### src/rtl/nios_system_com_nios_oci_dct_pkg.sv
// Shared types and widths for the OCI direct-compressed-trace scheduler.
// Imported by the scheduler top, its holding register and the bus interface.
package nios_system_com_nios_oci_dct_pkg;

    localparam int SYM_W     = 2;
    localparam int DEF_SLOTS = 15;
    localparam int COUNT_W   = 4;
    localparam int OUT_W     = 34;

    typedef enum logic [1:0] {
        IDLE,
        FILL,
        FULL_WAIT
    } state_e;

endpackage

### src/rtl/nios_system_com_nios_oci_dct_sched_if.sv
// Symbol input and packed-word output handshake of the DCT scheduler.
// The master side drives symbols and accepts words; the slave side is the scheduler.
interface nios_system_com_nios_oci_dct_sched_if;
    import nios_system_com_nios_oci_dct_pkg::*;

    logic             sym_valid;
    logic [SYM_W-1:0] sym_data;
    logic             flush_req;
    logic             out_valid;
    logic [OUT_W-1:0] out_data;
    logic             out_ready;

    modport master (
        output sym_valid, sym_data, flush_req, out_ready,
        input  out_valid, out_data
    );

    modport slave (
        input  sym_valid, sym_data, flush_req, out_ready,
        output out_valid, out_data
    );

endinterface

### src/rtl/nios_system_com_nios_oci_dct_outreg.sv
// Single-entry valid/ready holding register for packed trace words.
// A load in the same cycle as a handshake keeps valid asserted.
module nios_system_com_nios_oci_dct_outreg
    import nios_system_com_nios_oci_dct_pkg::*;
(
    input  logic             clk,
    input  logic             reset_n,
    input  logic             load,
    input  logic [OUT_W-1:0] load_data,
    input  logic             ready,
    output logic             valid,
    output logic [OUT_W-1:0] data,
    output logic             hold_free
);

    logic             valid_q, valid_d;
    logic [OUT_W-1:0] data_q, data_d;

    always_comb begin
        valid_d   = valid_q;
        data_d    = data_q;
        hold_free = !valid_q || ready;
        if (load) begin
            valid_d = 1'b1;
            data_d  = load_data;
        end else if (ready) begin
            valid_d = 1'b0;
        end
    end

    always_ff @(posedge clk or negedge reset_n) begin
        if (!reset_n) begin
            valid_q <= 1'b0;
            data_q  <= '0;
        end else begin
            valid_q <= valid_d;
            data_q  <= data_d;
        end
    end

    assign valid = valid_q;
    assign data  = data_q;

endmodule

### src/rtl/nios_system_com_nios_oci_dct_sched.sv
// DCT scheduler: packs 2-bit trace symbols LSB-first into a 15-slot buffer
// and hands full, flushed, timed-out or trace-disabled words to the FIFO.
module nios_system_com_nios_oci_dct_sched
    import nios_system_com_nios_oci_dct_pkg::*;
#(
    parameter int SLOTS   = DEF_SLOTS,
    parameter int TIMEOUT = 255,
    parameter int TMR_W   = 8
) (
    input  logic                       clk,
    input  logic                       reset_n,
    input  logic                       trace_en,
    nios_system_com_nios_oci_dct_sched_if.slave bus,
    input  logic                       clr_overflow,
    output logic [SYM_W*SLOTS-1:0]     dct_buffer,
    output logic [COUNT_W-1:0]         dct_count,
    output logic                       overflow
);

    localparam int BUF_W = SYM_W * SLOTS;
    localparam logic [COUNT_W-1:0] FULL_CNT = COUNT_W'(SLOTS);
    localparam logic [TMR_W-1:0]   TMR_MAX  = TMR_W'(TIMEOUT - 1);

    state_e             state_q, state_d;
    logic [BUF_W-1:0]   buf_q, buf_d, eff_buf;
    logic [COUNT_W-1:0] cnt_q, cnt_d, eff_cnt;
    logic [TMR_W-1:0]   tmr_q, tmr_d;
    logic               pend_q, pend_d;
    logic               ovf_q, ovf_d;
    logic               en_q, en_d;
    logic               accept, drop, has_data, is_full;
    logic               emit, load, hold_free;
    logic [OUT_W-1:0]   word;

    always_comb begin
        accept   = bus.sym_valid && trace_en && (state_q != FULL_WAIT);
        drop     = bus.sym_valid && trace_en && (state_q == FULL_WAIT);
        eff_buf  = buf_q;
        eff_cnt  = cnt_q;
        if (accept) begin
            eff_buf = buf_q | (BUF_W'(bus.sym_data) << {cnt_q, 1'b0});
            eff_cnt = cnt_q + 1'b1;
        end
        has_data = (eff_cnt != '0);
        is_full  = (eff_cnt == FULL_CNT);
        // Timeout looks at the registered count: an accept restarts the idle window.
        emit = is_full
            || ((bus.flush_req || pend_q) && has_data)
            || ((tmr_q == TMR_MAX) && (cnt_q != '0) && !accept)
            || (en_q && !trace_en && has_data);
        load = emit && hold_free;
        word = {eff_cnt, eff_buf};
    end

    always_comb begin
        buf_d   = eff_buf;
        cnt_d   = eff_cnt;
        pend_d  = pend_q;
        state_d = state_q;
        en_d    = trace_en;
        priority case (1'b1)
            load: begin
                buf_d   = '0;
                cnt_d   = '0;
                pend_d  = 1'b0;
                state_d = IDLE;
            end
            emit && is_full: begin
                state_d = FULL_WAIT;
            end
            default: begin
                if (emit) pend_d = 1'b1;
                state_d = has_data ? FILL : IDLE;
            end
        endcase
        if (accept || load || (cnt_d == '0)) begin
            tmr_d = '0;
        end else if (tmr_q != TMR_MAX) begin
            tmr_d = tmr_q + 1'b1;
        end else begin
            tmr_d = tmr_q;
        end
        if (drop) begin
            ovf_d = 1'b1;
        end else if (clr_overflow) begin
            ovf_d = 1'b0;
        end else begin
            ovf_d = ovf_q;
        end
    end

    always_ff @(posedge clk or negedge reset_n) begin
        if (!reset_n) begin
            state_q <= IDLE;
            buf_q   <= '0;
            cnt_q   <= '0;
            tmr_q   <= '0;
            pend_q  <= 1'b0;
            ovf_q   <= 1'b0;
            en_q    <= 1'b0;
        end else begin
            state_q <= state_d;
            buf_q   <= buf_d;
            cnt_q   <= cnt_d;
            tmr_q   <= tmr_d;
            pend_q  <= pend_d;
            ovf_q   <= ovf_d;
            en_q    <= en_d;
        end
    end

    nios_system_com_nios_oci_dct_outreg u_outreg (
        .clk       (clk),
        .reset_n   (reset_n),
        .load      (load),
        .load_data (word),
        .ready     (bus.out_ready),
        .valid     (bus.out_valid),
        .data      (bus.out_data),
        .hold_free (hold_free)
    );

    assign dct_buffer = buf_q;
    assign dct_count  = cnt_q;
    assign overflow   = ovf_q;

endmodule
### src/flat_wrapper.sv
// flat-port wrapper written by rule: the top's interface ports become plain ports
module nios_system_com_nios_oci_dct_sched_flat import nios_system_com_nios_oci_dct_pkg::*;
#(
    parameter int SLOTS   = DEF_SLOTS,
    parameter int TIMEOUT = 255,
    parameter int TMR_W   = 8
)
  (clk, reset_n, trace_en, clr_overflow, dct_buffer, dct_count, overflow, bus_sym_valid, bus_sym_data, bus_flush_req, bus_out_ready, bus_out_valid, bus_out_data);
  nios_system_com_nios_oci_dct_sched_if bus_i ();
  input  logic clk;
  input  logic reset_n;
  input  logic trace_en;
  input  logic clr_overflow;
  output logic [SYM_W*SLOTS-1:0] dct_buffer;
  output logic [COUNT_W-1:0] dct_count;
  output logic overflow;
  input wire logic [$bits(bus_i.sym_valid)-1:0] bus_sym_valid;
  input wire logic [$bits(bus_i.sym_data)-1:0] bus_sym_data;
  input wire logic [$bits(bus_i.flush_req)-1:0] bus_flush_req;
  input wire logic [$bits(bus_i.out_ready)-1:0] bus_out_ready;
  output wire logic [$bits(bus_i.out_valid)-1:0] bus_out_valid;
  output wire logic [$bits(bus_i.out_data)-1:0] bus_out_data;
  assign bus_i.sym_valid = bus_sym_valid;
  assign bus_i.sym_data = bus_sym_data;
  assign bus_i.flush_req = bus_flush_req;
  assign bus_i.out_ready = bus_out_ready;
  assign bus_out_valid = bus_i.out_valid;
  assign bus_out_data = bus_i.out_data;
  nios_system_com_nios_oci_dct_sched #(.SLOTS(SLOTS), .TIMEOUT(TIMEOUT), .TMR_W(TMR_W)) u_core (.clk(clk), .reset_n(reset_n), .trace_en(trace_en), .bus(bus_i), .clr_overflow(clr_overflow), .dct_buffer(dct_buffer), .dct_count(dct_count), .overflow(overflow));
endmodule
### config.mk
export PLATFORM = sky130hd
export DESIGN_NAME = nios_system_com_nios_oci_dct_sched_flat
export DESIGN_NICKNAME = d
export VERILOG_FILES = /design/src/rtl/nios_system_com_nios_oci_dct_pkg.sv /design/src/rtl/nios_system_com_nios_oci_dct_sched_if.sv /design/src/rtl/nios_system_com_nios_oci_dct_outreg.sv /design/src/rtl/nios_system_com_nios_oci_dct_sched.sv /design/src/flat_wrapper.sv
export SDC_FILE = /design/constraint.sdc
export NUM_CORES = 1
export LEC_CHECK = 0
export CAP_MARGIN = 10
export CORE_ASPECT_RATIO = 0.8
export CORE_MARGIN = 5
export CORE_UTILIZATION = 45
export DETAILED_ROUTE_END_ITERATION = 12
export MAX_ROUTING_LAYER = met4
export PLACE_DENSITY = 0.75
export RECOVER_POWER = 100
export SETUP_SLACK_MARGIN = 0.05
export SLEW_MARGIN = 40
export SYNTH_ARGS = -nofsm -noshare
export SYNTH_HDL_FRONTEND = slang
export SYNTH_SLANG_ARGS = --single-unit
### constraint.sdc
create_clock -name clk -period 2.3 [get_ports clk]
set_input_delay 0.345 -clock clk [delete_from_list [all_inputs] [get_ports clk]]
set_output_delay 0.345 -clock clk [all_outputs]
set_load 0.03 [all_outputs]
# Word level (Yosys, flattened, before mapping)
# Index checks and enable logic that the tools add are counted.
# Widths: inputs -> output; s select.
dict set report classes {
  add_sub_neg 2
  mul 0
  div_mod_pow 0
  order_cmp 0
  n_eq_ne 6
  n_shift 1
  mux 16
  bitwise_logic 1
  reduce_logical 28
}
# cell count
set op_table {}
lappend op_table {{$mux 30} 2}
lappend op_table {{$or 30x30->30} 1}
lappend op_table {{$shl 2x5->30} 1}
lappend op_table {{$mux 8} 2}
lappend op_table {{$logic_and 1x1->1} 10}
lappend op_table {{$add 8x1->8 const B} 1}
lappend op_table {{$eq 8x8->1 const B} 1}
lappend op_table {{$mux 1} 8}
lappend op_table {{$mux 4} 2}
lappend op_table {{$ne 8x8->1 const B} 1}
lappend op_table {{$reduce_bool 2->1} 4}
lappend op_table {{$reduce_bool 4->1} 2}
lappend op_table {{$logic_or 1x1->1} 7}
lappend op_table {{$add 4x1->4 const B} 1}
lappend op_table {{$eq 4x4->1 const B} 1}
lappend op_table {{$logic_not 4->1} 1}
lappend op_table {{$mux 2} 2}
lappend op_table {{$logic_not 1->1} 3}
lappend op_table {{$eq 2x2->1 const B} 1}
lappend op_table {{$ne 2x1->1 const B} 1}
lappend op_table {{$ne 2x2->1 const B} 1}
lappend op_table {{$reduce_and 2->1} 1}
dict set report totals {
  reg_bits 82
  latchBits 0
  ramBits 0
  romBits 0
  input_bits 9
  output_inout_bits 70
  mem_count 0
}

# Longest topological paths before layout
# Gate-level depths: netlist of run 1.
dict set report logic_depth {
  depth_word 13
  mapped_depth 11
  mapped_depth_nobuf 8
}

# By module
# From an unflattened synthesis of run 1, not the netlist that was laid out.
dict set report unflattened {
  cells_unflattened 300
  area_unflattened_um2 3902.5
}
# mod instances cells_per_inst area_per_inst_um2
set by_module_without_submodules {}
lappend by_module_without_submodules {nios_system_com_nios_oci_dct_sched 1 225 2451.1}
lappend by_module_without_submodules {nios_system_com_nios_oci_dct_outreg 1 75 1451.4}

# Worst setup path before layout of run 1
# OpenSTA, ideal clock, no wires.
dict set report synth_path {
  path_kind {reg2reg}
  from {reg u_core.cnt_q[1], in the netlist u_core.dct_count[1]}
  to {reg u_core.u_outreg.data_q[3], in the netlist u_core.u_outreg.data[3]}
  setup_ps 79
  arrival_ps 2332
  setup_slack_ps -111
  stages_incl_launch_ff 12
  n_path_buf 3
  synth_period_minus_slack_ps 2411
  path_cell_list {dfrtp_1 -> clkbuf_2 -> inv_1 -> ha_1 -> nand2b_1 -> nor4_1 -> o21ai_1 -> a21oi_2 -> o21bai_2 -> buf_6 -> buf_6 -> mux2i_1}
}
dict set report synth_via {
  elab_chain_len 8
  word_cells_on_any_way 16
}
# element line_no
set synth_lines {}
lappend synth_lines {{start: declaration} nios_system_com_nios_oci_dct_sched.sv:26} ;# logic [COUNT_W-1:0] cnt_q, cnt_d, eff_cnt;
lappend synth_lines {{start signal: assignment} nios_system_com_nios_oci_dct_sched.sv:104} ;# cnt_q <= cnt_d;
lappend synth_lines {{$add 4x1->4} nios_system_com_nios_oci_dct_sched.sv:42} ;# eff_cnt = cnt_q + 1'b1;
lappend synth_lines {{$mux 4} nios_system_com_nios_oci_dct_sched.sv:40} ;# if (accept) begin
lappend synth_lines {{$reduce_bool 4->1} nios_system_com_nios_oci_dct_sched.sv:44} ;# has_data = (eff_cnt != '0);
lappend synth_lines {{$logic_and 1x1->1} nios_system_com_nios_oci_dct_sched.sv:48} ;# || ((bus.flush_req || pend_q) && has_data)
lappend synth_lines {{$logic_or 1x1->1} nios_system_com_nios_oci_dct_sched.sv:48}
lappend synth_lines {{$logic_or 1x1->1} nios_system_com_nios_oci_dct_sched.sv:49} ;# || ((tmr_q == TMR_MAX) && (cnt_q != '0) && !accept)
lappend synth_lines {{$logic_or 1x1->1} nios_system_com_nios_oci_dct_sched.sv:50} ;# || (en_q && !trace_en && has_data);
lappend synth_lines {{$logic_and 1x1->1} nios_system_com_nios_oci_dct_sched.sv:51} ;# load = emit && hold_free;
lappend synth_lines {{end signal: assignment} nios_system_com_nios_oci_dct_outreg.sv:37} ;# data_q <= data_d;
lappend synth_lines {{end: declaration} nios_system_com_nios_oci_dct_outreg.sv:17} ;# logic [OUT_W-1:0] data_q, data_d;
# Parallel ways exist; a longest one is shown, timed or not.
# A chain may end at the register's enable or synchronous reset.

# Worst setup path after layout of run 1
dict set report layout_path {
  from {reg u_core.tmr_q[0]}
  to {reg u_core.cnt_q[3], in the netlist u_core.dct_count[3]}
}
dict set report layout_via {
  elab_chain_len 7
}
# element line_no
set layout_lines {}
lappend layout_lines {{start: declaration} nios_system_com_nios_oci_dct_sched.sv:27} ;# logic [TMR_W-1:0] tmr_q, tmr_d;
lappend layout_lines {{start signal: assignment} nios_system_com_nios_oci_dct_sched.sv:105} ;# tmr_q <= tmr_d;
lappend layout_lines {{$eq 8x8->1} nios_system_com_nios_oci_dct_sched.sv:49}
lappend layout_lines {{$logic_and 1x1->1 (2 in series)} nios_system_com_nios_oci_dct_sched.sv:49}
lappend layout_lines {{$logic_or 1x1->1} nios_system_com_nios_oci_dct_sched.sv:49}
lappend layout_lines {{$logic_or 1x1->1} nios_system_com_nios_oci_dct_sched.sv:50}
lappend layout_lines {{$logic_and 1x1->1} nios_system_com_nios_oci_dct_sched.sv:51}
lappend layout_lines {{$mux 4} nios_system_com_nios_oci_dct_sched.sv:61} ;# priority case (1'b1)
lappend layout_lines {{via u_core.cnt_d[3]} nios_system_com_nios_oci_dct_sched.sv:26}
# The timed path passes the listed nets, and every way through them passes these cells.

==> results of run 1 <==
==> sequential cells by signal, indices dropped and copies added (netlist names) <==
signal and cells:
u_core.overflow 1, u_core.pend_q 1, u_core.en_q 1, u_core.state_q 2
u_core.dct_buffer 30, u_core.u_outreg.valid 1, u_core.u_outreg.data 34, u_core.tmr_q 8
u_core.dct_count 4
==> report_power, final <==
part	switching (mW)	internal, mW
logic	1.07	0.892
clock network	0.520	0.599
registers	0.107	1.59
==> through the flow <==
step / setup WS, ns / std cells / power [mW] / util (%)
final: 0.07830 / 557 / 4.782 / 64.12
after global routing: 0.01198 / 557 / 5.006 / 64.12
after CTS: 0.01189 / 540 / 4.503 / 61.46
after detailed placement: -0.1342 / 526 / 3.383 / 58.73
after global placement: -0.02410 / 526 / 3.350 / 58.73
after floorplan: 0.06606 / 328 / 2.907 / -
==> worst max-delay path: stages (launching register included) <==
cell and delay, ns:
sky130_fd_sc_hd__dfrtp_2 0.40, sky130_fd_sc_hd__inv_1 0.05, sky130_fd_sc_hd__ha_1 0.16, sky130_fd_sc_hd__nand4_2 0.13
sky130_fd_sc_hd__nand2b_4 0.20, sky130_fd_sc_hd__a211o_1 0.31, sky130_fd_sc_hd__a21oi_2 0.19, sky130_fd_sc_hd__o21bai_2 0.24
sky130_fd_sc_hd__buf_6 0.15, sky130_fd_sc_hd__buf_4 0.19, sky130_fd_sc_hd__nor2_1 0.08
==> metal layers <==
metal / vias to the layer above / routed length, µm
met3: 15 / 525
met2: 90 / 4198
met4: 0 / 132
met1: 1404 / 4247
met5: - / 0
li1: 1323 / -
==> logic make-up (layout without fill, tap and decap cells) <==
logic type / Yosys count / after routing / share of synthesized area, %
buffers and inverters: 54 / 174 / 8.151
DFF: 82 / 82 / 57.87
xor gates and xnor gates: 8 / 8 / 1.976
muxes: 34 / 34 / 9.598
AOI/OAI and AO/OA: 49 / 50 / 8.081
adders and majority gates: 4 / 4 / 1.411
and+or+nand+nor: 97 / 97 / 12.91
==> cell usage after synthesis (2+ instances only) <==
library cell / number / area share (%)
sky130_fd_sc_hd__buf_2: 2 / 0.28
sky130_fd_sc_hd__o21ai_1: 2 / 0.28
sky130_fd_sc_hd__and2_1: 2 / 0.35
sky130_fd_sc_hd__ha_1: 4 / 1.4
sky130_fd_sc_hd__a31oi_1: 3 / 0.53
sky130_fd_sc_hd__buf_6: 2 / 0.64
sky130_fd_sc_hd__mux2i_1: 34 / 9.6
sky130_fd_sc_hd__and3_1: 7 / 1.2
sky130_fd_sc_hd__buf_12: 3 / 1.7
sky130_fd_sc_hd__nand3_1: 7 / 0.99
sky130_fd_sc_hd__nor2b_1: 5 / 0.88
sky130_fd_sc_hd__dfrtp_1: 82 / 58
sky130_fd_sc_hd__xor2_1: 3 / 0.74
sky130_fd_sc_hd__inv_1: 40 / 4.2
sky130_fd_sc_hd__a21oi_1: 32 / 4.5
sky130_fd_sc_hd__nor4_1: 3 / 0.53
sky130_fd_sc_hd__o21ai_0: 3 / 0.42
sky130_fd_sc_hd__nor3_1: 3 / 0.42
sky130_fd_sc_hd__nor2_1: 55 / 5.8
sky130_fd_sc_hd__nand2b_1: 2 / 0.35
sky130_fd_sc_hd__nand2_1: 6 / 0.64
sky130_fd_sc_hd__buf_4: 5 / 1.1
sky130_fd_sc_hd__xnor2_1: 5 / 1.2
sky130_fd_sc_hd__or3_1: 2 / 0.35
==> layout make-up <==
class                   count  share of cell area, %
flip-flops and latches     82                  41.12
multi-input cells         193                  25.69
repair buffers            120                  23.39
inverters                  40                  3.001
well taps                 108                  2.701
clock buffers               9                  2.476
clock inverters             5                  1.626
==> worst paths after layout <==
kind | from | endpoint | slack (ns) | cells past startpoint
max | u_core.tmr_q[0] | u_core.dct_count[3] | 0.08 | 10
max in group asynchronous | reset_n | u_core.dct_buffer[2] | 0.60 | 2
min | reset_n | u_core.en_q | 0.21 | 1
min reg2reg | u_core.dct_buffer[9] | u_core.dct_buffer[9] | 0.51 | 2
min in group clk | u_core.dct_buffer[9] | u_core.dct_buffer[9] | 0.51 | 2
max reg2reg | u_core.tmr_q[0] | u_core.dct_count[3] | 0.08 | 10
==> repair_timing <==
item / 4_1_cts / 5_1_grt
hold endpoints to repair: 0 / 0
gates cloned: 0 / 6
resized for setup: 1 / 12
pin swaps: 1 / 6
setup buffers: 0 / 11
endpoints found under the setup margin: 37 / 53
==> flow_summary.html, run 1 <==
<table>
<tr><th>Metric</th><th>Value</th></tr>
<tr><th colspan="2">Status</th></tr>
<tr><td>Status</td><td>completed</td></tr>
<tr><th colspan="2">Final layout</th></tr>
<tr><td>Finished Cell Area</td><td>5002 µm²</td></tr>
<tr><td>Fraction of final layout cells sized beyond drive strength 1</td><td>16.70%</td></tr>
<tr><td>Combined area of the multi-input logic cells</td><td>1285 µm²</td></tr>
<tr><td>Commonest non-fill, non-tap cell in the layout</td><td>sky130_fd_sc_hd__dfrtp_1</td></tr>
<tr><td>Leading cell types in the layout, fill and taps excluded</td><td>78 x sky130_fd_sc_hd__dfrtp_1, 70 x sky130_fd_sc_hd__dlygate4sd3_1, 54 x sky130_fd_sc_hd__nor2_1</td></tr>
<tr><td>Area delta synth-&gt;final</td><td>41.07%</td></tr>
<tr><td>Count of antenna diodes in the layout</td><td>0</td></tr>
<tr><td>Final Net Count</td><td>459</td></tr>
<tr><td>Storage cell area</td><td>2057 µm²</td></tr>
<tr><td>Fill cell total of the finished layout</td><td>612</td></tr>
<tr><th colspan="2">STA</th></tr>
<tr><td>Final sum of negative setup slack</td><td>0 ns</td></tr>
<tr><td>Worst slew margin</td><td>22.79%</td></tr>
<tr><td>Clock Skew</td><td>0.005996 ns</td></tr>
<tr><td>Crit share post-route</td><td>96.60%</td></tr>
<tr><td>Final-report hold violation count</td><td>0</td></tr>
<tr><td>Shortest clock period the worst path allows after layout</td><td>2.222 ns</td></tr>
<tr><td>Fmax</td><td>450.1 MHz</td></tr>
<tr><td>Final setup violation count</td><td>0</td></tr>
<tr><td>Final-report max-slew violation count</td><td>0</td></tr>
<tr><td>Unrepaired setup endpoints after global routing</td><td>no</td></tr>
<tr><td>Final hold slack</td><td>0.2134 ns</td></tr>
<tr><td>Tightest Pin Transition</td><td>1.158 ns</td></tr>
<tr><th colspan="2">Pwr</th></tr>
<tr><td>Worst voltage drop across the vdd grid</td><td>448.0 µV</td></tr>
<tr><td>Pleak</td><td>2.513 nW</td></tr>
<tr><td>Total power divided by cell area</td><td>955.9 nW/µm²</td></tr>
<tr><th colspan="2">Synth</th></tr>
<tr><td>Synthesized area per cell</td><td>10.81 µm²</td></tr>
<tr><td>Most common flop cell mapped by yosys</td><td>sky130_fd_sc_hd__dfrtp_1</td></tr>
<tr><td>Number of warnings printed during yosys synthesis</td><td>0</td></tr>
<tr><td>Sequential cell area fraction in the yosys report</td><td>57.87%</td></tr>
<tr><td>Number of synthesized flops with an enable pin</td><td>0</td></tr>
<tr><td>Proportion of register bits with asynchronous set or reset after synthesis</td><td>100.0%</td></tr>
<tr><td>Post-synth cell types</td><td>40</td></tr>
<tr><td>Cells after synthesis</td><td>328</td></tr>
<tr><td>Post-synthesis sequential element count</td><td>82</td></tr>
<tr><td>Post-Synthesis Net Count</td><td>341</td></tr>
<tr><td>Cell area after synthesis</td><td>3546 µm²</td></tr>
<tr><th colspan="2">Critical path</th></tr>
<tr><td>Type of element capturing the critical path</td><td>register</td></tr>
<tr><td>CP max FO</td><td>14</td></tr>
<tr><td>Startpoint Class</td><td>register</td></tr>
<tr><td>Crit path DAT</td><td>2.46 ns</td></tr>
<tr><td>Critical path type</td><td>register to register</td></tr>
<tr><td>Worst EP required</td><td>2.53 ns</td></tr>
<tr><th colspan="2">Place</th></tr>
<tr><td>Cell area after placement</td><td>4582 µm²</td></tr>
<tr><td>Post-detailed-placement half-perimeter wirelength</td><td>5978 µm</td></tr>
<tr><td>Final RePlAce weighted congestion</td><td>0.8038</td></tr>
<tr><td>Port bufs</td><td>78</td></tr>
<tr><th colspan="2">Clock network</th></tr>
<tr><td>H-tree lvl count</td><td>3</td></tr>
<tr><td>Clock latency on the worst-skew pair</td><td>0.35 ns</td></tr>
<tr><td>Sinks on the clock net</td><td>82</td></tr>
<tr><td>Clock Path Buffers</td><td>2</td></tr>
<tr><td>TritonCTS clock tree</td><td>yes</td></tr>
<tr><td>Register clock-pin slew on the reported worst setup and hold paths</td><td>0.08 ns</td></tr>
<tr><td>Number of buffers inserted during clock tree synthesis</td><td>9</td></tr>
<tr><td>Number of buffers added to fix hold violations after cts</td><td>0</td></tr>
<tr><td>Clock tree root driver cell</td><td>sky130_fd_sc_hd__clkbuf_8</td></tr>
<tr><th colspan="2">Run</th></tr>
<tr><td># Max-Cap Violations</td><td>0</td></tr>
<tr><th colspan="2">Routing</th></tr>
<tr><td>DRT Pass-1 Iters</td><td>5</td></tr>
<tr><td>Detailed router's first-iteration violation count</td><td>217</td></tr>
<tr><td>Drt wl/cell</td><td>16.34 µm</td></tr>
<tr><td>Residual antenna-violating net count after detailed routing</td><td>0</td></tr>
<tr><td>Wire length after detailed routing</td><td>9103 µm</td></tr>
<tr><td>Count of unresolved DRC violations after routing</td><td>0</td></tr>
<tr><td>Total via count after detailed routing</td><td>2832</td></tr>
<tr><td>Via count normalized by instance count</td><td>5.084</td></tr>
<tr><th colspan="2">GRT</th></tr>
<tr><td>Global-route layer with the greatest usage</td><td>met2</td></tr>
<tr><td>Congestion Overflow GR</td><td>0</td></tr>
<tr><td>Antenna violations before repair</td><td>0</td></tr>
<tr><td>Overall Global Routing Usage</td><td>19.70%</td></tr>
<tr><td>First-pass GRT wire length</td><td>14160 µm</td></tr>
<tr><td>Met3 track demand over resource</td><td>5.776%</td></tr>
<tr><td>Via count of the first global-routing pass</td><td>2811</td></tr>
<tr><td>Met1 Track Usage GR</td><td>26.87%</td></tr>
<tr><td>Largest net degree at the start of global routing</td><td>48</td></tr>
<tr><td>Global routing usage on met2</td><td>28.43%</td></tr>
<tr><th colspan="2">Floorplanning</th></tr>
<tr><td>DIE WIDTH</td><td>109.2 µm</td></tr>
<tr><td>Floorplan die height</td><td>89.40 µm</td></tr>
<tr><td>Placeable core region</td><td>7801 µm²</td></tr>
<tr><td>Die footprint</td><td>9766 µm²</td></tr>
<tr><td>Number of ports placed on the die boundary</td><td>79</td></tr>
<tr><td>Row count</td><td>29</td></tr>
<tr><td>Initial cell density of the core</td><td>45.45%</td></tr>
<tr><th colspan="2">Hold path</th></tr>
<tr><td>Worst Hold Class</td><td>primary input to asynchronous set/reset pin</td></tr>
</table>
Power figures use the tool's default switching activity.
==> run 2: changes to the inputs <==
PLACE_DENSITY = 0.74   (was 0.75)
SYNTH_HIERARCHICAL = 1   (was default)
==> run 2 against run 1 <==
  * The flow now finishes with violations (setup timing)
  * Sequential power hardly changed
  * Register-to-register slack worse by 0.18 ns
  * Final cell count is 3.6% lower
  * Total power is 1.1% higher
  * Combinational power hardly changed
  * Synthesized area is 10% higher
  * Worst hold slack better by 0.037 ns
  * Critical path depth stayed put
  * Critical path type unchanged
  * Largest power group unchanged
==> flow_summary.html, run 2 <==
<table>
<tr><th>Metric</th><th>Value</th></tr>
<tr><th colspan="2">Synth</th></tr>
<tr><td>Post-synthesis sequential element count</td><td>82</td></tr>
<tr><td>Synthesized area per cell</td><td>13.01 µm²</td></tr>
<tr><td>Post-synthesis xor/xnor area fraction</td><td>0.8977%</td></tr>
<tr><td>Post-synth cell types</td><td>48</td></tr>
<tr><td>Number of warnings printed during yosys synthesis</td><td>6</td></tr>
<tr><td>Number of synthesized flops with an enable pin</td><td>0</td></tr>
<tr><td>Post-synthesis cell type with the largest combined area</td><td>sky130_fd_sc_hd__dfrtp_1</td></tr>
<tr><td>Portion of synthesized cell area occupied by the leading cell type</td><td>52.58%</td></tr>
<tr><td>Combinational family with the most area after synthesis</td><td>simple AND/OR/NAND/NOR gates</td></tr>
<tr><td>Mux share of post-synthesis cell area</td><td>13.11%</td></tr>
<tr><td>Post-Synthesis Net Count</td><td>313</td></tr>
<tr><td>Most common flop cell mapped by yosys</td><td>sky130_fd_sc_hd__dfrtp_1</td></tr>
<tr><td>Synth cell count leaders</td><td>82 x sky130_fd_sc_hd__dfrtp_1, 29 x sky130_fd_sc_hd__mux2_4, 28 x sky130_fd_sc_hd__nor3b_1</td></tr>
<tr><td>Cell area after synthesis</td><td>3902 µm²</td></tr>
<tr><td>Leading cell type by number of instances after synthesis</td><td>sky130_fd_sc_hd__dfrtp_1</td></tr>
<tr><td>Cells after synthesis</td><td>300</td></tr>
<tr><td>Fraction of the mapped netlist area in compound gates</td><td>10.64%</td></tr>
<tr><td>Most area-consuming cells after synthesis</td><td>sky130_fd_sc_hd__dfrtp_1 53%, sky130_fd_sc_hd__mux2_4 11%, sky130_fd_sc_hd__nor3b_1 5.4%</td></tr>
<tr><td>Proportion of register bits with asynchronous set or reset after synthesis</td><td>100.0%</td></tr>
<tr><td>Synthesized-area fraction occupied by adder cells</td><td>1.282%</td></tr>
<tr><td>Simple-gate area share of the yosys netlist</td><td>16.38%</td></tr>
<tr><td>Sequential cell area fraction in the yosys report</td><td>52.58%</td></tr>
<tr><th colspan="2">Critical path</th></tr>
<tr><td>Terminus of the critical flop-to-flop path</td><td>u_core/u_outreg/data[31]</td></tr>
<tr><td>Worst EP required</td><td>2.55 ns</td></tr>
<tr><td>Worst reg2reg path depth</td><td>10</td></tr>
<tr><td>Startpoint Class</td><td>register</td></tr>
<tr><td>Worst R2R Setup Slack</td><td>-0.11 ns</td></tr>
<tr><td>Worst reg2reg path startpoint</td><td>u_core/dct_count[0]</td></tr>
<tr><td>CP max FO</td><td>5</td></tr>
<tr><td>Critical path type</td><td>register to register</td></tr>
<tr><td>Crit path DAT</td><td>2.65 ns</td></tr>
<tr><td>Type of element capturing the critical path</td><td>register</td></tr>
<tr><th colspan="2">STA</th></tr>
<tr><td>Final-report hold violation count</td><td>0</td></tr>
<tr><td>Fmax</td><td>415.6 MHz</td></tr>
<tr><td>Crit share post-route</td><td>104.6%</td></tr>
<tr><td>Tightest Pin Transition</td><td>1.276 ns</td></tr>
<tr><td>Final-report max-slew violation count</td><td>0</td></tr>
<tr><td>Worst slew margin</td><td>14.93%</td></tr>
<tr><td>Unrepaired setup endpoints after global routing</td><td>yes</td></tr>
<tr><td>Shortest clock period the worst path allows after layout</td><td>2.406 ns</td></tr>
<tr><td>Min setup slack post-route</td><td>-0.1059 ns</td></tr>
<tr><td>Final setup violation count</td><td>34</td></tr>
<tr><td>Clock Skew</td><td>0.008441 ns</td></tr>
<tr><td>Final hold slack</td><td>0.2500 ns</td></tr>
<tr><th colspan="2">Routing</th></tr>
<tr><td>Wire length after detailed routing</td><td>10240 µm</td></tr>
<tr><td>Residual antenna-violating net count after detailed routing</td><td>0</td></tr>
<tr><td>Detailed router's first-iteration violation count</td><td>168</td></tr>
<tr><td>Count of unresolved DRC violations after routing</td><td>0</td></tr>
<tr><td>DRT Pass-1 Iters</td><td>5</td></tr>
<tr><td>Drt wl/cell</td><td>19.08 µm</td></tr>
<tr><td>Via count normalized by instance count</td><td>5.523</td></tr>
<tr><td>Total via count after detailed routing</td><td>2966</td></tr>
<tr><th colspan="2">Final layout</th></tr>
<tr><td>Fraction of final layout cells sized beyond drive strength 1</td><td>27.53%</td></tr>
<tr><td>Max reg flops</td><td>34</td></tr>
<tr><td>Count of antenna diodes in the layout</td><td>0</td></tr>
<tr><td>Area delta synth-&gt;final</td><td>36.26%</td></tr>
<tr><td>Leading cell types in the layout, fill and taps excluded</td><td>80 x sky130_fd_sc_hd__dfrtp_1, 69 x sky130_fd_sc_hd__dlygate4sd3_1, 36 x sky130_fd_sc_hd__buf_4</td></tr>
<tr><td>Final Net Count</td><td>433</td></tr>
<tr><td>Finished Cell Area</td><td>5318 µm²</td></tr>
<tr><td>Fill cell total of the finished layout</td><td>710</td></tr>
<tr><td>Commonest non-fill, non-tap cell in the layout</td><td>sky130_fd_sc_hd__dfrtp_1</td></tr>
<tr><th colspan="2">Hold path</th></tr>
<tr><td>Worst Hold Class</td><td>primary input to asynchronous set/reset pin</td></tr>
<tr><th colspan="2">Pwr</th></tr>
<tr><td>Switching share of total power</td><td>35.26%</td></tr>
<tr><td>Share of total power in sequential cells</td><td>34.7%</td></tr>
<tr><td>Worst voltage drop across the vdd grid</td><td>470.7 µV</td></tr>
<tr><td>Final total power</td><td>4.834 mW</td></tr>
<tr><td>Logic gate share of total power</td><td>40.7%</td></tr>
<tr><td>Switching component of the power</td><td>1.705 mW</td></tr>
<tr><td>Internal Dissipation</td><td>3.129 mW</td></tr>
<tr><td>Pleak</td><td>2.738 nW</td></tr>
<tr><td>Total power divided by cell area</td><td>909.1 nW/µm²</td></tr>
<tr><td>Clk pwr share</td><td>24.6%</td></tr>
<tr><th colspan="2">Clock network</th></tr>
<tr><td>Clock tree root driver cell</td><td>sky130_fd_sc_hd__clkbuf_8</td></tr>
<tr><td>Register clock-pin slew on the reported worst setup and hold paths</td><td>0.09 ns</td></tr>
<tr><td>TritonCTS clock tree</td><td>yes</td></tr>
<tr><td>Number of buffers inserted during clock tree synthesis</td><td>9</td></tr>
<tr><td>Clock latency on the worst-skew pair</td><td>0.36 ns</td></tr>
<tr><td>Number of buffers added to fix hold violations after cts</td><td>0</td></tr>
<tr><td>H-tree lvl count</td><td>3</td></tr>
<tr><td>Clock Path Buffers</td><td>2</td></tr>
<tr><td>Sinks on the clock net</td><td>82</td></tr>
<tr><th colspan="2">GRT</th></tr>
<tr><td>First-pass GRT wire length</td><td>16800 µm</td></tr>
<tr><td>Overall Global Routing Usage</td><td>20.87%</td></tr>
<tr><td>Largest net degree at the start of global routing</td><td>52</td></tr>
<tr><td>Antenna violations before repair</td><td>0</td></tr>
<tr><td>Congestion Overflow GR</td><td>0</td></tr>
<tr><td>Via count of the first global-routing pass</td><td>3195</td></tr>
<tr><th colspan="2">Floorplanning</th></tr>
<tr><td>Row count</td><td>30</td></tr>
<tr><td>DIE WIDTH</td><td>114.1 µm</td></tr>
<tr><td>Initial cell density of the core</td><td>46.00%</td></tr>
<tr><td>Floorplan die height</td><td>93.30 µm</td></tr>
<tr><td>Number of ports placed on the die boundary</td><td>79</td></tr>
<tr><td>Placeable core region</td><td>8483 µm²</td></tr>
<tr><td>Die footprint</td><td>10650 µm²</td></tr>
<tr><th colspan="2">Place</th></tr>
<tr><td>Port bufs</td><td>78</td></tr>
<tr><td>Final RePlAce weighted congestion</td><td>0.8933</td></tr>
<tr><td>Post-detailed-placement half-perimeter wirelength</td><td>7121 µm</td></tr>
<tr><td>Cell area after placement</td><td>5012 µm²</td></tr>
<tr><th colspan="2">Status</th></tr>
<tr><td>Status</td><td>finished, violations left</td></tr>
<tr><td>Failing checks</td><td>setup timing</td></tr>
<tr><th colspan="2">Run</th></tr>
<tr><td># Max-Cap Violations</td><td>0</td></tr>
</table>
==> run 2: per-layer routing <==
layer | routed length [µm] | global-route usage, % | vias up
met4 | 157 | 5.242 | 0
met5 | 0 | - | -
met2 | 4699 | 30.51 | 114
met3 | 747 | 7.245 | 15
met1 | 4640 | 28.02 | 1495
li1 | - | - | 1342
==> run 2: cell type report <==
cell class / count / area [µm²] / share of cell area (%)
well taps: 112 / 140.1 / 2.635
flip-flops and latches: 82 / 2054 / 38.64
multi-input cells: 194 / 1697 / 31.91
repair buffers: 124 / 1166 / 21.93
inverters: 9 / 33.78 / 0.6353
clock inverters: 5 / 85.08 / 1.600
clock buffers: 11 / 141.4 / 2.659
==> run 2: cell families after synthesis <==
logic type,after synthesis
flip-flops,82
XOR/XNOR,4
adder cells (fa/ha/maj),4
AO/OA/AOI/OAI,54
buffers and inverters,24
multiplexers,36
AND/OR/NAND/NOR,96
==> run 2: through the flow <==
step	TNS, ns	setup WS [ns]	instances	util, %
after global placement	-10.96	-0.2323	516	59.09
after global routing	-5.746	-0.1703	537	62.68
final	-3.097	-0.1059	537	62.68
after floorplan	-9.375	-0.2974	300	-
after detailed placement	-16.16	-0.3283	516	59.09
after CTS	-2.033	-0.07343	537	62.68
==> run 2: worst max-delay path by stage <==
stage               depth (start not counted)  slack (ns)           startpoint                       end
finish                                     10       -0.11  u_core/dct_count[0]  u_core/u_outreg/data[31]
global route                               10       -0.17  u_core/dct_count[0]  u_core/u_outreg/data[31]
detailed placement                          8       -0.33             trace_en  u_core/u_outreg/data[14]
floorplan                                  11       -0.30  u_core/dct_count[0]  u_core/u_outreg/data[10]
global placement                            8       -0.23             trace_en  u_core/u_outreg/data[15]
CTS                                         9       -0.07  u_core/dct_count[0]  u_core/u_outreg/data[14]
==> run 2: power by group through the flow <==
stage | registers, mW | logic, mW | clock network, mW
3_5_place_dp | 1.71 | 1.85 | 0
3_3_place_gp | 1.71 | 1.82 | 0
2_1_floorplan | 1.94 | 1.02 | 0
6_report | 1.68 | 1.97 | 1.19
5_1_grt | 1.70 | 2.07 | 1.27
4_1_cts | 1.69 | 1.99 | 1.21
==> run 2: worst max-delay path, cell delays in order, from the launching register on <==
cell and delay, ns:
sky130_fd_sc_hd__dfrtp_2 0.44, sky130_fd_sc_hd__ha_1 0.24, sky130_fd_sc_hd__buf_4 0.15, sky130_fd_sc_hd__nand2_1 0.06
sky130_fd_sc_hd__nor4_1 0.04, sky130_fd_sc_hd__buf_4 0.16, sky130_fd_sc_hd__a2111oi_2 0.26, sky130_fd_sc_hd__o21a_1 0.20
sky130_fd_sc_hd__or2_4 0.23, sky130_fd_sc_hd__buf_4 0.17, sky130_fd_sc_hd__mux2_2 0.34
==> run 2: timing repair <==
| action | CTS | global route |
|---|---|---|
| gates cloned | 1 | 0 |
| setup endpoints to repair | 34 | 76 |
| gates resized for setup | 6 | 6 |
| buffers inserted | 4 | 0 |
| pin swaps | 0 | 0 |
==> run 3: changes to the inputs <==
CORE_MARGIN = default   (was 5)
GPL_TIMING_DRIVEN = 0   (was default)
MAX_ROUTING_LAYER = default   (was met4)
==> run 3 against run 2 <==
  * The run still ends with setup timing left
  * Die area fell by 15%
  * Final cell count down 2.2%
  * Design area is 4.8% higher
  * Critical path type unchanged
  * Critical endpoint is now u_core/u_outreg/data[10]
  * Largest power group unchanged
==> flow_summary.html, run 3 (synthesis results as in run 2) <==
<table>
<tr><th>Metric</th><th>Value</th></tr>
<tr><th colspan="2">GRT</th></tr>
<tr><td>Via count of the first global-routing pass</td><td>2917</td></tr>
<tr><td>Overall Global Routing Usage</td><td>22.63%</td></tr>
<tr><td>Antenna violations before repair</td><td>0</td></tr>
<tr><td>Congestion Overflow GR</td><td>0</td></tr>
<tr><td>First-pass GRT wire length</td><td>15550 µm</td></tr>
<tr><td>Largest net degree at the start of global routing</td><td>52</td></tr>
<tr><th colspan="2">Clock network</th></tr>
<tr><td>Register clock-pin slew on the reported worst setup and hold paths</td><td>0.08 ns</td></tr>
<tr><td>TritonCTS clock tree</td><td>yes</td></tr>
<tr><td>Clock latency on the worst-skew pair</td><td>0.36 ns</td></tr>
<tr><td>H-tree lvl count</td><td>3</td></tr>
<tr><td>Number of buffers inserted during clock tree synthesis</td><td>9</td></tr>
<tr><td>Clock tree root driver cell</td><td>sky130_fd_sc_hd__clkbuf_8</td></tr>
<tr><td>Sinks on the clock net</td><td>82</td></tr>
<tr><td>Clock Path Buffers</td><td>2</td></tr>
<tr><th colspan="2">Place</th></tr>
<tr><td>Final RePlAce weighted congestion</td><td>0.8566</td></tr>
<tr><td>Number of placed cells counting well taps</td><td>487</td></tr>
<tr><td>Cell area after placement</td><td>4875 µm²</td></tr>
<tr><td>Post-detailed-placement half-perimeter wirelength</td><td>6524 µm</td></tr>
<tr><td>Port bufs</td><td>78</td></tr>
<tr><th colspan="2">Critical path</th></tr>
<tr><td>Worst R2R Setup Slack</td><td>-0.26 ns</td></tr>
<tr><td>Worst EP required</td><td>2.54 ns</td></tr>
<tr><td>Worst reg2reg path startpoint</td><td>u_core/dct_count[1]</td></tr>
<tr><td>Crit path DAT</td><td>2.80 ns</td></tr>
<tr><td>CP max FO</td><td>8</td></tr>
<tr><td>Chain of cells forming the critical path</td><td>inv_2 &gt; ha_4 &gt; or3_4 &gt; nor3_4 &gt; a2111oi_4 &gt; o21a_1 &gt; or2_4 &gt; clkbuf_16 &gt; mux2_4</td></tr>
<tr><td>Terminus of the critical flop-to-flop path</td><td>u_core/u_outreg/data[10]</td></tr>
<tr><td>Slowest CP cell</td><td>sky130_fd_sc_hd__dfrtp_2</td></tr>
<tr><td>Critical path type</td><td>register to register</td></tr>
<tr><td>Type of element capturing the critical path</td><td>register</td></tr>
<tr><td>Critical path's largest stage delay</td><td>0.45 ns</td></tr>
<tr><td>Family with the most delay on the worst path</td><td>simple AND/OR/NAND/NOR gates</td></tr>
<tr><td>Startpoint Class</td><td>register</td></tr>
<tr><td>Worst reg2reg path depth</td><td>9</td></tr>
<tr><td>Sum of buffers and inverters on the critical path</td><td>2</td></tr>
<tr><th colspan="2">Pwr</th></tr>
<tr><td>Logic gate share of total power</td><td>44.5%</td></tr>
<tr><td>Worst voltage drop across the vdd grid</td><td>547.7 µV</td></tr>
<tr><td>Pleak</td><td>2.835 nW</td></tr>
<tr><td>Switching component of the power</td><td>1.828 mW</td></tr>
<tr><td>Total power divided by cell area</td><td>937.7 nW/µm²</td></tr>
<tr><td>Final total power</td><td>5.227 mW</td></tr>
<tr><td>Switching share of total power</td><td>34.97%</td></tr>
<tr><td>Clk pwr share</td><td>22.9%</td></tr>
<tr><td>Share of total power in sequential cells</td><td>32.6%</td></tr>
<tr><td>Internal Dissipation</td><td>3.399 mW</td></tr>
<tr><th colspan="2">Routing</th></tr>
<tr><td>DRT Pass-1 Iters</td><td>4</td></tr>
<tr><td>Detailed router's first-iteration violation count</td><td>174</td></tr>
<tr><td>Via count normalized by instance count</td><td>5.670</td></tr>
<tr><td>Wire length after detailed routing</td><td>10140 µm</td></tr>
<tr><td>Total via count after detailed routing</td><td>2977</td></tr>
<tr><td>Count of unresolved DRC violations after routing</td><td>0</td></tr>
<tr><td>Drt wl/cell</td><td>19.32 µm</td></tr>
<tr><td>Residual antenna-violating net count after detailed routing</td><td>0</td></tr>
<tr><th colspan="2">STA</th></tr>
<tr><td>Final-report max-slew violation count</td><td>0</td></tr>
<tr><td>Unrepaired setup endpoints after global routing</td><td>yes</td></tr>
<tr><td>Final setup violation count</td><td>40</td></tr>
<tr><td>Final-report hold violation count</td><td>0</td></tr>
<tr><td>Crit share post-route</td><td>111.2%</td></tr>
<tr><td>Tightest Pin Transition</td><td>1.383 ns</td></tr>
<tr><td>Fmax</td><td>391.1 MHz</td></tr>
<tr><td>Worst slew margin</td><td>7.781%</td></tr>
<tr><td>Clock Skew</td><td>0.006998 ns</td></tr>
<tr><td>Shortest clock period the worst path allows after layout</td><td>2.557 ns</td></tr>
<tr><td>Min setup slack post-route</td><td>-0.2571 ns</td></tr>
<tr><th colspan="2">Floorplanning</th></tr>
<tr><td>Floorplan die height</td><td>85.30 µm</td></tr>
<tr><td>Number of ports placed on the die boundary</td><td>79</td></tr>
<tr><td>Row count</td><td>29</td></tr>
<tr><td>Die footprint</td><td>9051 µm²</td></tr>
<tr><td>Initial cell density of the core</td><td>47.80%</td></tr>
<tr><td>Placeable core region</td><td>8164 µm²</td></tr>
<tr><td>DIE WIDTH</td><td>106.1 µm</td></tr>
<tr><th colspan="2">Final layout</th></tr>
<tr><td>Area delta synth-&gt;final</td><td>42.83%</td></tr>
<tr><td>Count of non-filler cells in the finished layout</td><td>525</td></tr>
<tr><td>Leading cell types in the layout, fill and taps excluded</td><td>80 x sky130_fd_sc_hd__dfrtp_1, 71 x sky130_fd_sc_hd__dlygate4sd3_1, 30 x sky130_fd_sc_hd__nor3b_2</td></tr>
<tr><td>Fill cell total of the finished layout</td><td>616</td></tr>
<tr><td>Finished Cell Area</td><td>5574 µm²</td></tr>
<tr><td>Commonest non-fill, non-tap cell in the layout</td><td>sky130_fd_sc_hd__dfrtp_1</td></tr>
<tr><td>Max reg flops</td><td>34</td></tr>
<tr><td>Storage cell area</td><td>2054 µm²</td></tr>
<tr><td>Final Net Count</td><td>425</td></tr>
<tr><td>Count of antenna diodes in the layout</td><td>0</td></tr>
<tr><td>Combined area of the multi-input logic cells</td><td>1901 µm²</td></tr>
<tr><td>Fraction of final layout cells sized beyond drive strength 1</td><td>34.05%</td></tr>
<tr><th colspan="2">Hold path</th></tr>
<tr><td>Worst Hold Class</td><td>primary input to register</td></tr>
<tr><td>Worst hold path cell count</td><td>1</td></tr>
<tr><td>Startpoint of the most critical hold path</td><td>trace_en</td></tr>
<tr><td>Worst Hold End</td><td>u_core/en_q</td></tr>
<tr><th colspan="2">Status</th></tr>
<tr><td>Failing checks</td><td>setup timing</td></tr>
<tr><td>Status</td><td>finished, violations left</td></tr>
<tr><th colspan="2">Run</th></tr>
<tr><td># Max-Cap Violations</td><td>0</td></tr>
</table>
run 3: stage by stage:
stage	setup WS, ns	hold slack (ns)	setup TNS, ns	util (%)
floorplan	-0.2974	0.04941	-9.375	-
global placement	-2.326	0.4956	-190.06	59.36
detailed placement	-0.6374	0.2465	-24.55	59.71
CTS	-0.2888	0.4190	-9.317	64.83
global route	-0.3255	0.5118	-17.29	68.28
finish	-0.2571	0.5054	-7.722	68.28
run 3: worst max path at each step:
stage | from | end | cells after the start
2_1_floorplan | u_core/dct_count[0] | u_core/u_outreg/data[10] | 11
3_3_place_gp | reset_n | u_core/dct_count[0] | 1
3_5_place_dp | trace_en | u_core/u_outreg/data[14] | 9
4_1_cts | u_core/dct_count[0] | u_core/u_outreg/data[29] | 10
5_1_grt | u_core/dct_count[1] | u_core/u_outreg/data[10] | 9
6_report | u_core/dct_count[1] | u_core/u_outreg/data[10] | 9
run 3: area by class of cell:
cell class | count | share of cell area [%]
Buffer | 13 | 3.120
Multi-Input combinational cell | 194 | 34.10
Tap cell | 108 | 2.424
Inverter | 9 | 0.6510
Clock inverter | 4 | 1.324
Timing Repair Buffer | 103 | 18.74
Clock buffer | 12 | 2.783
Sequential cell | 82 | 36.86
run 3: worst reg2reg max path, cell delays in order, from the launching register on:
cell,delay [ns]
sky130_fd_sc_hd__dfrtp_2,0.45
sky130_fd_sc_hd__inv_2,0.09
sky130_fd_sc_hd__ha_4,0.21
sky130_fd_sc_hd__or3_4,0.38
sky130_fd_sc_hd__nor3_4,0.18
sky130_fd_sc_hd__a2111oi_4,0.06
sky130_fd_sc_hd__o21a_1,0.25
sky130_fd_sc_hd__or2_4,0.34
sky130_fd_sc_hd__clkbuf_16,0.20
sky130_fd_sc_hd__mux2_4,0.29
run 3: power by group through the flow:
| stage | combinational [mW] | clock (mW) | sequential, mW |
|---|---|---|---|
| CTS | 1.99 | 1.22 | 1.71 |
| floorplan | 1.02 | 0 | 1.94 |
| global route | 2.43 | 1.27 | 1.72 |
| detailed placement | 1.76 | 0 | 1.74 |
| finish | 2.33 | 1.20 | 1.70 |
| global placement | 1.73 | 0 | 1.73 |
run 3: layer usage:
metal	GRT usage, %	wire length [µm]	vias to the layer above	share of wire, %
li1	-	-	1324	-
met1	33.93	4692	1505	46
met2	31.94	4494	128	44
met3	5.991	788	20	7.8
met4	6.818	169	0	1.7
met5	0	0	-	0
run 3: repair_timing:
action                     in CTS  in global routing
hold endpoints to repair       31                  0
gates resized for setup        15                 42
setup buffers                  13                  7
setup endpoints to repair      35                 78
cloned                          1                  2
pin swaps                       4                 10
hold buffers                    1                  0
